**config.mk**
```make
export PLATFORM = sky130hd
export DESIGN_NAME = seg_scan_ctrl
export DESIGN_NICKNAME = d
export VERILOG_FILES = /design/src/rtl/seg_scan_ctrl.sv
export SDC_FILE = /design/constraint.sdc
export NUM_CORES = 1
export LEC_CHECK = 0
export CORE_MARGIN = 4
export CORE_UTILIZATION = 49
export DETAILED_ROUTE_END_ITERATION = 8
export GPL_TIMING_DRIVEN = 1
export PLACE_DENSITY = 0.72
export REMOVE_ABC_BUFFERS = 1
export SLEW_MARGIN = 20
export SYNTH_ARGS = -nofsm -noshare
export SYNTH_HDL_FRONTEND = slang
export SYNTH_SLANG_ARGS = --single-unit
```
**constraint.sdc**
```tcl
create_clock -name clk -period 6.6 [get_ports clk]
set_clock_uncertainty 0.1 [all_clocks]
set_input_delay 0.99 -clock clk [delete_from_list [all_inputs] [get_ports clk]]
set_output_delay 0.99 -clock clk [all_outputs]
set_load 0.005 [all_outputs]
```
**src/rtl/seg_scan_ctrl.sv**
```systemverilog
// seg_scan_ctrl: scan controller for a 4-digit multiplexed 7-segment display.
// Generates digit-slot timing with an anti-ghosting dead time. Displayed digits
// come from a frame-atomic active register, fed through a one-deep pending
// buffer. Also handles per-digit blink and leading-zero blanking on digits 3/2.
module seg_scan_ctrl #(
    parameter int DIV          = 50000,
    parameter int BLANK        = 2,
    parameter int BLINK_FRAMES = 125
) (
    input  logic        clk,
    input  logic        rst,
    input  logic        enable,
    input  logic        upd_valid,
    output logic        upd_ready,
    input  logic [15:0] upd_digits,
    input  logic [3:0]  upd_dp,
    input  logic [3:0]  blink_mask,
    input  logic        lz_en,
    output logic [3:0]  sel,
    output logic [3:0]  seg_bcd,
    output logic        seg_dp,
    output logic [1:0]  digit_idx,
    output logic        frame_start
);

    localparam int CW = $clog2(DIV);
    localparam int FW = (BLINK_FRAMES > 1) ? $clog2(BLINK_FRAMES) : 1;

    logic [CW-1:0] cnt;
    logic [1:0]    idx;
    logic [FW-1:0] fcnt;
    logic          bphase;

    logic [15:0]   act_digits;
    logic [3:0]    act_dp;
    logic [15:0]   pend_digits;
    logic [3:0]    pend_dp;
    logic          pend_full;

    logic          slot_end;
    logic          frame_end;
    logic          xfer;
    logic          in_dead;
    logic          blank;
    logic [3:0]    cur_nib;

    // Update handshake: upd_ready is high exactly when the pending buffer is
    // empty and reset is not asserted. A transfer happens on any clock edge
    // where upd_valid && upd_ready. While upd_valid is high and upd_ready is
    // low, the producer holds upd_digits/upd_dp stable. Accepted data becomes
    // visible only at the next frame boundary, so a frame is never mixed.
    assign upd_ready = ~pend_full & ~rst;
    assign xfer      = upd_valid & upd_ready;

    assign slot_end  = (cnt == CW'(DIV - 1));
    assign frame_end = slot_end & (idx == 2'd3);

    // Dead time at the start of each slot; absent entirely when BLANK is 0.
    generate
        if (BLANK > 0) begin : g_dead
            assign in_dead = (cnt < CW'(BLANK));
        end else begin : g_no_dead
            assign in_dead = 1'b0;
        end
    endgenerate

    // Current digit nibble and the combined blanking decision for this slot.
    always_comb begin
        cur_nib = act_digits[{idx, 2'b00} +: 4];
        blank   = in_dead
                | ~enable
                | (blink_mask[idx] & bphase)
                | (lz_en & (idx == 2'd3) & (act_digits[15:12] == 4'd0))
                | (lz_en & (idx == 2'd2) & (act_digits[15:8] == 8'd0));
    end

    // Slot prescaler, digit index, frame counter and blink phase.
    always_ff @(posedge clk) begin
        if (rst) begin
            cnt    <= '0;
            idx    <= '0;
            fcnt   <= '0;
            bphase <= 1'b0;
        end else begin
            if (slot_end) begin
                cnt <= '0;
                idx <= idx + 2'd1;
            end else begin
                cnt <= cnt + CW'(1);
            end
            if (frame_end) begin
                if (fcnt == FW'(BLINK_FRAMES - 1)) begin
                    fcnt   <= '0;
                    bphase <= ~bphase;
                end else begin
                    fcnt <= fcnt + FW'(1);
                end
            end
        end
    end

    // Pending buffer load and commit into the active register at frame boundaries.
    always_ff @(posedge clk) begin
        if (rst) begin
            act_digits  <= '0;
            act_dp      <= '0;
            pend_digits <= '0;
            pend_dp     <= '0;
            pend_full   <= 1'b0;
        end else begin
            if (frame_end && pend_full) begin
                act_digits <= pend_digits;
                act_dp     <= pend_dp;
            end
            // xfer implies pend_full is 0, so it never coincides with a commit.
            if (xfer) begin
                pend_digits <= upd_digits;
                pend_dp     <= upd_dp;
                pend_full   <= 1'b1;
            end else if (frame_end) begin
                pend_full <= 1'b0;
            end
        end
    end

    // Registered display outputs, one clock behind the counters.
    always_ff @(posedge clk) begin
        if (rst) begin
            sel         <= 4'b1111;
            seg_bcd     <= 4'd0;
            seg_dp      <= 1'b0;
            digit_idx   <= 2'd0;
            frame_start <= 1'b0;
        end else begin
            sel         <= blank ? 4'b1111 : ~(4'b0001 << idx);
            seg_bcd     <= cur_nib;
            seg_dp      <= act_dp[idx] & ~blank;
            digit_idx   <= idx;
            frame_start <= (idx == 2'd0) && (cnt == '0);
        end
    end

endmodule

```
**Yosys cells after proc, flatten, opt, wreduce, memory -nomap -nowiden**

Cells that the tools add are included.

- Reduce and logical (&&, ||, !) cells: 10
- Muxes and demuxes: 7
- Eq/ne operators: 4
- Magnitude comparators: 2
- Add/subtract/negate cells: 3
- Shift-type cells: 2
- Bitwise gates (word level): 19

Operators with widths:

| kind | number |
|---|---|
| $add 16x1->16 const B | 1 |
| $eq 16x16->1 const B | 1 |
| $logic_not 16->1 | 1 |
| $lt 16x2->1 const B | 1 |
| $shiftx 16x5->4 | 1 |
| $and 1x1->1 | 9 |
| $logic_not 8->1 | 1 |
| $add 7x1->7 const B | 1 |
| $eq 7x7->1 const B | 1 |
| $mux 7 | 1 |
| $not 1->1 | 5 |
| $bmux 1 s2 | 2 |
| $eq 2x2->1 const B | 2 |
| $logic_not 4->1 | 1 |
| $mux 1 | 4 |
| $not 4->4 | 1 |
| $or 1x1->1 | 4 |
| $reduce_or 2->1 | 2 |
| $shl 1x2->4 const A | 1 |
| $lt 2x3->1 const B | 1 |
| $add 2x1->2 const B | 1 |
| $logic_and 1x1->1 | 2 |
| $logic_not 2->1 | 1 |
| $reduce_and 2->1 | 1 |
| $reduce_bool 2->1 | 1 |

- Register bits after elaboration: 79
- Input bits: 29
- Word-level logic and storage cells: 61

**Longest topological paths before layout**

Gate-level depths: netlist (run 1).

- Word-level depth: 8
- Mapped depth: 7
- Depth with buffers taken out: 5

**Worst setup path before layout (run 1)**

OpenSTA, ideal clock, no wires.

- Path kind: input to output
- Start: input port rst
- End: output port upd_ready
- Path buffers: 1
- Setup slack: 4.182 ns
- Cell stages on the path: 2
- Data arrival time: 1.328 ns
- Cell sequence: clkbuf_1 > nor2_1

- Cells in the longest elaborated chain, start to end: 2

Ends and longest elaborated chain:

| what | RTL line | text |
|---|---|---|
| start, declared | 11 | `input logic rst,` |
| $not 1->1 | 52 | `assign upd_ready = ~pend_full & ~rst;` |
| $and 1x1->1 | 52 |  |
| end, declared | 14 | `output logic upd_ready,` |

No other way between the ends.

**Worst setup path after layout (run 1)**

Ends and elaborated chain as after synthesis.

==> results of run 1 <==
==> flip-flops by register name (all words and copies together) (netlist names) <==
name and cells:
frame_start 1, bphase 1, sel 4, act_digits 16
idx 2, seg_bcd 4, cnt 16, fcnt 7
pend_digits 16, digit_idx 2, act_dp 4, pend_full 1
seg_dp 1, pend_dp 4
==> worst max path at each step <==
| stage | start | endpoint | slack, ns | cells after the start |
|---|---|---|---|---|
| 2_1_floorplan | cnt[12] | act_digits[0] | 4.04 | 4 |
| 3_3_place_gp | rst | upd_ready | 2.95 | 3 |
| 3_5_place_dp | rst | upd_ready | 2.87 | 3 |
| 4_1_cts | rst | upd_ready | 2.88 | 3 |
| 5_1_grt | rst | upd_ready | 2.77 | 3 |
| 6_report | rst | upd_ready | 2.91 | 3 |
==> metrics by stage <==
step / utilization [%] / power (W) / worst slack (ns) / hold slack (ns) / instances
finish: 61.20 / 0.0009035 / 2.910 / 0.3565 / 477
global route: 61.20 / 0.0009434 / 2.773 / 0.3854 / 477
CTS: 61.18 / 0.0009144 / 2.882 / 0.3612 / 477
detailed placement: 58.02 / 0.0005521 / 2.869 / 0.3434 / 461
global placement: 57.94 / 0.0005509 / 2.953 / 0.3413 / 461
floorplan: - / 0.0005229 / 4.040 / 0.3315 / 341
==> logic make-up (layout without fill, tap and decap cells) <==
family,count (synthesis),in the layout,synth area share (%)
compound gates,45,45,8.756
xor+xnor,14,14,3.683
fa+ha+maj,8,8,3.007
buf+inv,34,71,4.622
flops,79,79,47.50
mux,26,26,10.07
simple gates,157,157,22.36
==> layout make-up <==
type,count,area (sq um),area share (%)
multi-input cells,250,1600,40.49
flip-flops and latches,79,1582,40.01
repair buffers,43,425.4,10.76
clock buffers,9,123.9,3.134
well taps,77,96.34,2.437
clock inverters,7,80.08,2.026
inverters,12,45.04,1.140
==> worst min-delay path, cell delays in order, from the launching register on <==
cell	delay (ns)
dfxtp_1	0.31
nand2_1	0.05
mux2i_1	0.05
==> where the power goes <==
part	switching [W]	internal (W)	total (W)
clock	0.000183	0.000180	0.000363
combinational	0.0000236	0.0000251	0.0000487
sequential	0.00000446	0.000487	0.000492
==> layer usage <==
layer	part of all wire, %	vias up	wire length [um]
li1	-	1319	-
met4	1.0	0	66
met1	49	1214	3159
met2	46	41	3008
met3	3.7	6	240
met5	0	-	0
==> cell usage in the layout (no fill, tap or decap), types with 9 or more instances in the layout <==
master	Yosys	routed
dfxtp_1	79	79
nand2_1	70	70
clkdlybuf4s50_1	0	41
nor2_1	26	26
o21ai_0	22	22
mux2i_1	20	20
nand3_1	16	16
xnor2_1	13	13
inv_1	12	12
nor4_1	10	10
clkbuf_8	0	9
==> impl_metrics.json, run 1 <==
{
  "clk_pin_slew_ns": 0.08,
  "placed_area_sq_um": 3747,
  "cts_tree": "yes",
  "path_max_fanout": 18,
  "crit_family": "buffers and inverters",
  "drt-total-wl_mm": 6.474,
  "cts.sinks": 79,
  "root_buffer": "clkbuf_8",
  "r2r_setup_slack_ns": 3.95,
  "place.gp.congestion": 0.8198,
  "drc": 0,
  "fin_crit_sh_pct": 55.92,
  "crit_buf_inv": 2,
  "grt_use_met2_pct": 26.70,
  "ant_nets": 0,
  "synth_edf_count": 0,
  "min-delay-start": "act_dp[3]",
  "ios": 42,
  "cts_buffers": 9,
  "cts_resized": 0,
  "wl_per_cell_um": 13.57,
  "die_y_um": 90.43,
  "stdcell_area_sq_um": 3953,
  "drt-initial-drc-count": 116,
  "max_stage_delay_ns": 0.77,
  "n_antenna_cell": 0,
  "first_pass_iters": 4,
  "yosys_register_bits": 79,
  "grt_pass1_vias": 2440,
  "max_slew_margin_pct": 40.62,
  "hold_depth": 2,
  "maxCapViolations": 0,
  "die_x_um": 90.43,
  "status": "finished clean",
  "holdCritPathClass": "flop to flop",
  "num_vias": 2580,
  "antenna_found_initial": 0,
  "p_leak_nw": 1.358,
  "async_flop_share_pct": 0,
  "p_per_area_nw_per_um2": 228.6,
  "r2r_end": "fcnt[6]",
  "grt_max_degree": 46,
  "reg2reg_from": "idx[0]",
  "nets": 432,
  "seq_area_frac_synth_pct": 47.50,
  "ys_types": 39,
  "dieArea_sq_um": 8178,
  "synthCells": 363,
  "grt_use_met1_pct": 21.84,
  "slew_viol_final": 0,
  "worstSetupStartpointType": "primary input",
  "finalHoldViolCount": 0,
  "grt_overflow": 0,
  "fin_crit_ns": 3.690,
  "synth_top_area_share_pct": 47.50,
  "grt.met3_usage_pct": 3.583,
  "coreArea_sq_um": 6459,
  "busiest_layer": "met2",
  "ctsHoldBuffers": 0,
  "grt_pass1_wl_mm": 11.30,
  "crit_type": "primary input to output pin",
  "grt_setup_unrepaired": "false",
  "vias_per_cell": 5.409,
  "num_rows": 29,
  "crit_arrival_ns": 2.60,
  "synth.most_common_cell": "dfxtp_1",
  "drive_gt1_share_pct": 8.000,
  "max_freq_mhz": 271.0,
  "cts_setup_buffers": 0,
  "portBuffers": 41,
  "path_cells": "clkdlybuf4s50_1, nor2_1, clkdlybuf4s50_1",
  "initial_core_util_pct": 51.55,
  "vdd_drop_max_uv": 129.7,
  "fillers": 562,
  "hpwlAfterDp_mm": 4.471,
  "area_growth_pct": 18.71,
  "syn_area_sq_um": 3329,
  "reg2reg_depth": 5,
  "clk_path_buf_depth": 2,
  "ys.flop_type": "dfxtp_1",
  "endpoint_kind": "output pin",
  "synth_area_leaders": "dfxtp_1, nand2_1, mux2i_1",
  "h-tree-depth": 3,
  "synth_common_cells": "dfxtp_1, nand2_1, nor2_1",
  "crit_required_ns": 5.51,
  "crit_top_cell": "clkdlybuf4s50_1",
  "grt_usage_pct": 16.73,
  "worstHoldEndpoint": "act_dp[3]",
  "crit_slowest_cell": "clkdlybuf4s50_1",
  "tightest_slew_ns": 0.8883,
  "ys_warn_count": 0,
  "setup_violations": 0,
  "worstSkewPairLatency_ns": 0.35,
  "syn_area_per_cell_sq_um": 9.172,
  "setup_tns_ns": 0,
  "synth_top_cell_by_area": "dfxtp_1"
}
No activity file was read; power rests on OpenSTA's default activity.
==> inputs of run 2 (changes only) <==
--- a/config.mk
+++ b/config.mk
@@ -9,7 +9,7 @@
 export CORE_UTILIZATION = 49
 export DETAILED_ROUTE_END_ITERATION = 8
 export GPL_TIMING_DRIVEN = 1
-export PLACE_DENSITY = 0.72
+export PLACE_DENSITY = 0.75
 export REMOVE_ABC_BUFFERS = 1
 export SLEW_MARGIN = 20
 export SYNTH_ARGS = -nofsm -noshare
==> constraint.sdc (replaced) <==
create_clock -name clk -period 3.25 [get_ports clk]
set_clock_uncertainty 0.1 [all_clocks]
set_input_delay 0.4875 -clock clk [delete_from_list [all_inputs] [get_ports clk]]
set_output_delay 0.4875 -clock clk [all_outputs]
set_load 0.005 [all_outputs]
==> run 2 against run 1 <==
Against the previous run:
- wire length up 7.0%
- sequential power grew 100%
- cell count increased by 1.3%
- critical path type is now flop to flop
- largest cell class unchanged
==> impl_metrics.json, run 2 (synthesis gave the netlist of run 1 again) <==
{
  "status": "finished clean",
  "worstSetupStartpointType": "flop",
  "holdCritPathClass": "flop to flop",
  "path_max_fanout": 20,
  "antenna_found_initial": 0,
  "setup_violations": 0,
  "stdcell_area_sq_um": 3979,
  "drc": 0,
  "ant_nets": 0,
  "tightest_slew_ns": 0.8473,
  "dieArea_sq_um": 8178,
  "grt.met3_usage_pct": 4.000,
  "placed_area_sq_um": 3787,
  "crit_required_ns": 3.43,
  "worstSkewPairLatency_ns": 0.36,
  "max_freq_mhz": 409.3,
  "die_y_um": 90.43,
  "portBuffers": 41,
  "num_rows": 29,
  "root_buffer": "clkbuf_8",
  "busiest_layer": "met2",
  "grt_use_met2_pct": 28.38,
  "ios": 42,
  "slew_viol_final": 0,
  "wl_per_cell_um": 14.34,
  "p_leak_nw": 1.380,
  "cts_buffers": 9,
  "fillers": 554,
  "finalHoldViolCount": 0,
  "setup_tns_ns": 0,
  "place_ws_ns": 0.7176,
  "hpwlAfterDp_mm": 4.801,
  "ff_latch_area_sq_um": 1582,
  "n_antenna_cell": 0,
  "nets": 438,
  "fin_crit_sh_pct": 75.17,
  "ctsHoldBuffers": 0,
  "vdd_drop_max_uv": 320.8,
  "crit_type": "flop to flop",
  "num_vias": 2587,
  "area_growth_pct": 19.50,
  "drt-total-wl_mm": 6.926,
  "vias_per_cell": 5.356,
  "fin_crit_ns": 2.443,
  "maxCapViolations": 0,
  "fin_ws_ns": 0.8070,
  "clk_pin_slew_ns": 0.08,
  "place.gp.congestion": 0.8053,
  "crit_arrival_ns": 2.62,
  "endpoint_kind": "flop",
  "max_slew_margin_pct": 43.37,
  "drt-initial-drc-count": 110,
  "cts_tree": "yes",
  "layout_common_cells": "dfxtp_1, nand2_1, clkdlybuf4s50_1, nor2_1, o21ai_0",
  "grt_use_met1_pct": 22.48,
  "multi_input_area_sq_um": 1594,
  "cts_resized": 0,
  "die_x_um": 90.43,
  "grt_pass1_wl_mm": 11.72,
  "layout_commonest_cell": "dfxtp_1",
  "p_per_area_nw_per_um2": 451.8,
  "grt_pass1_vias": 2586,
  "first_pass_iters": 4,
  "clk_path_buf_depth": 2,
  "drive_gt1_share_pct": 8.867,
  "grt_max_degree": 41,
  "cts.sinks": 79,
  "reg_top3": "act_digits: 16 flops, cnt: 16 flops, pend_digits: 16 flops",
  "coreArea_sq_um": 6459,
  "grt_overflow": 0,
  "h-tree-depth": 3,
  "grt_usage_pct": 17.46,
  "initial_core_util_pct": 51.55,
  "cts_setup_buffers": 0,
  "grt_setup_unrepaired": "false"
}
-- run 2: cell types whose count changed in the layout (fill, tap and decap cells not counted), sizes merged --
cell,previous run,this run
buf,2,8
bufinv,1,0
clkbuf,9,10
clkinv,2,3
inv,15,14
-- run 2: report_power, final --
group | switching [W] | internal, W
clock network | 0.000387 | 0.000310
logic | 0.0000494 | 0.0000520
registers | 0.00000974 | 0.000990
-- run 2: per-layer routing --
metal	wire, um	vias to the layer above
li1	-	1331
met1	3409	1204
met2	3158	42
met3	247	10
met4	110	0
met5	0	-
-- run 2: area by class of cell --
class / count / share of cell area, %
clock buffers: 10 / 3.459
flip-flops and latches: 79 / 39.75
repair buffers: 49 / 11.82
multi-input cells: 250 / 40.06
well taps: 77 / 2.421
clock inverters: 6 / 1.352
inverters: 12 / 1.132
-- run 2: critical path, cell delays in order, from the launching register on --
cell     delay, ns
dfxtp_1       0.41
ha_1          0.21
nand3_1       0.28
or3_1         0.57
nor3_4        0.20
buf_4         0.35
mux2i_1       0.24
-- run 2: metrics by stage --
stage / hold slack, ns / utilization (%) / total power (W) / instances
global route: 0.3904 / 61.60 / 0.001867 / 483
CTS: 0.3663 / 61.60 / 0.001803 / 483
finish: 0.3615 / 61.60 / 0.001798 / 483
floorplan: 0.3315 / - / 0.001062 / 341
detailed placement: 0.3541 / 58.64 / 0.001124 / 467
global placement: 0.3399 / 58.64 / 0.001121 / 467
-- run 2: worst paths after layout --
kind	startpoint	end	slack, ns	cells past startpoint
setup / recovery	cnt[0]	act_digits[3]	0.81	6
hold / removal	act_dp[3]	act_dp[3]	0.36	2
setup reg to reg	cnt[0]	act_digits[3]	0.81	6
hold reg to reg	act_dp[3]	act_dp[3]	0.36	2
==> inputs of run 3 (changes only) <==
--- a/config.mk
+++ b/config.mk
@@ -9,7 +9,7 @@
 export CORE_UTILIZATION = 49
 export DETAILED_ROUTE_END_ITERATION = 8
 export GPL_TIMING_DRIVEN = 1
-export PLACE_DENSITY = 0.75
+export PLACE_DENSITY = 0.72
 export REMOVE_ABC_BUFFERS = 1
 export SLEW_MARGIN = 20
 export SYNTH_ARGS = -nofsm -noshare
==> constraint.sdc (replaced) <==
create_clock -name clk -period 2.5 [get_ports clk]
set_clock_uncertainty 0.1 [all_clocks]
set_input_delay 0.375 -clock clk [delete_from_list [all_inputs] [get_ports clk]]
set_output_delay 0.375 -clock clk [all_outputs]
set_load 0.005 [all_outputs]
==> run 3 against run 2 <==
Against the previous run:
- worst hold slack is essentially flat
- count of clock-buffer cells in the layout is the same
- via count grew 0.15%
- power grew 32%
- combinational power grew 35%
- critical endpoint is now act_digits[4]
==> impl_metrics.json, run 3 (synthesis gave the netlist of run 1 again) <==
{
  "vias_per_cell": 5.320,
  "netSwitchingPower_w": 0.0005465,
  "crit_type": "flop to flop",
  "crit_required_ns": 2.68,
  "finalHoldViolCount": 0,
  "drt-total-wl_mm": 6.606,
  "reg2reg_from": "cnt[12]",
  "cts.sinks": 79,
  "worstSkewPairLatency_ns": 0.35,
  "min-delay-start": "act_digits[7]",
  "worstSetupStartpointType": "flop",
  "fin_crit_sh_pct": 89.01,
  "grt_overflow": 0,
  "clk_path_buf_depth": 2,
  "dieArea_sq_um": 8178,
  "drt-initial-drc-count": 141,
  "n_antenna_cell": 0,
  "p_sw_share_pct": 23.04,
  "comb_power_share_pct": 5.7,
  "ctsHoldBuffers": 0,
  "wl_per_cell_um": 13.56,
  "clk_pin_slew_ns": 0.09,
  "utilization_pct": 62.51,
  "num_vias": 2591,
  "h-tree-depth": 3,
  "cts_resized": 0,
  "antenna_found_initial": 0,
  "p_per_area_nw_per_um2": 587.5,
  "max_stage_delay_ns": 0.55,
  "initial_core_util_pct": 51.55,
  "tightest_slew_ns": 0.3472,
  "layout_commonest_cell": "dfxtp_1",
  "die_y_um": 90.43,
  "power.total_w": 0.002372,
  "grt_pass1_vias": 2411,
  "max_slew_margin_pct": 76.64,
  "ant_nets": 0,
  "maxCapViolations": 0,
  "cts_buffers": 9,
  "fin_crit_ns": 2.225,
  "cp-startpoint": "cnt[12]",
  "setup_violations": 0,
  "place_ws_ns": 0.2834,
  "reg_top3": "act_digits: 16 flops, cnt: 16 flops, pend_digits: 16 flops",
  "ios": 42,
  "fin_ws_ns": 0.2748,
  "placed_area_sq_um": 3842,
  "path_max_fanout": 20,
  "pwr-share-clk_pct": 39.5,
  "slew_viol_final": 0,
  "grt_usage_pct": 17.19,
  "p_leak_nw": 1.405,
  "fillers": 550,
  "root_buffer": "clkbuf_8",
  "nets": 442,
  "cts_setup_buffers": 0,
  "hpwlAfterDp_mm": 4.669,
  "vdd_drop_max_uv": 389.7,
  "drive_gt1_share_pct": 9.512,
  "first_pass_iters": 4,
  "stdcell_area_sq_um": 4038,
  "endpoint_kind": "flop",
  "sequentialPowerShare_pct": 54.8,
  "drc": 0,
  "intPower_w": 0.001826,
  "portBuffers": 41,
  "crit_top_cell": "or4_4",
  "ff_latch_area_sq_um": 1582,
  "grt_max_degree": 45,
  "coreArea_sq_um": 6459,
  "cts_tree": "yes",
  "area_growth_pct": 21.27,
  "crit_slowest_cell": "or4_4",
  "multi_input_area_sq_um": 1594,
  "layout_common_cells": "dfxtp_1, nand2_1, clkdlybuf4s50_1, nor2_1, o21ai_0",
  "grt_setup_unrepaired": "false",
  "path_cells": "or4_4, or4_4, nor3_4, buf_12, mux2i_1",
  "status": "finished clean",
  "num_rows": 29,
  "die_x_um": 90.43,
  "max_freq_mhz": 449.4,
  "grt_pass1_wl_mm": 11.54,
  "place.gp.congestion": 0.8074,
  "crit_arrival_ns": 2.40,
  "holdCritPathClass": "flop to flop"
}
## run 3: changes by cell type in the layout (fill, tap and decap cells not counted)
| cell | delta |
|---|---|
| inv_6 | +1 |
| inv_8 | -1 |
| clkinv_4 | -3 |
| clkbuf_1 | +1 |
| clkinvlp_4 | +1 |
| clkbuf_8 | -1 |
| bufinv_16 | +1 |
| clkinv_2 | +1 |
| buf_4 | +2 |
| buf_12 | +2 |
## run 3: critical path, delay by kind of cell, from the launching register on
kind / cells / cell delay, ns
and+or+nand+nor: 3 / 1.29
buffers and inverters: 1 / 0.21
DFF: 1 / 0.33
muxes: 1 / 0.21
## run 3: layout make-up
type / instances / area share [%]
flip-flops and latches: 79 / 39.17
clock inverters: 6 / 1.673
clock buffers: 10 / 3.161
repair buffers: 53 / 13.02
multi-input cells: 250 / 39.48
well taps: 77 / 2.386
inverters: 12 / 1.116
## run 3: final timing paths
kind | endpoint | slack [ns] | cells after the start
setup reg to reg | act_digits[4] | 0.27 | 5
hold / removal | act_digits[7] | 0.36 | 2
setup / recovery | act_digits[4] | 0.27 | 5
hold reg to reg | act_digits[7] | 0.36 | 2
## run 3: power by group through the flow
stage	logic [W]	clock network [W]	registers (W)
CTS	0.000138	0.000962	0.00130
global placement	0.000135	0	0.00133
finish	0.000136	0.000937	0.00130
global route	0.000154	0.00102	0.00130
detailed placement	0.000137	0	0.00133
floorplan	0.0000546	0	0.00133
## run 3: metrics by stage
stage | std cells | setup TNS [ns] | hold slack [ns]
2_1_floorplan | 341 | -1.203 | 0.3315
3_3_place_gp | 471 | 0 | 0.3406
3_5_place_dp | 471 | 0 | 0.3471
4_1_cts | 487 | 0 | 0.3620
5_1_grt | 487 | 0 | 0.3751
6_report | 487 | 0 | 0.3610
## run 3: routing by layer
| metal | vias up | global-route usage [%] | part of all wire [%] |
|---|---|---|---|
| met2 | 35 | 26.32 | 46 |
| met1 | 1206 | 23.31 | 49 |
| met3 | 6 | 4.583 | 4.0 |
| met5 | - | 0 | 0 |
| met4 | 0 | 6.250 | 1.2 |
| li1 | 1344 | - | - |
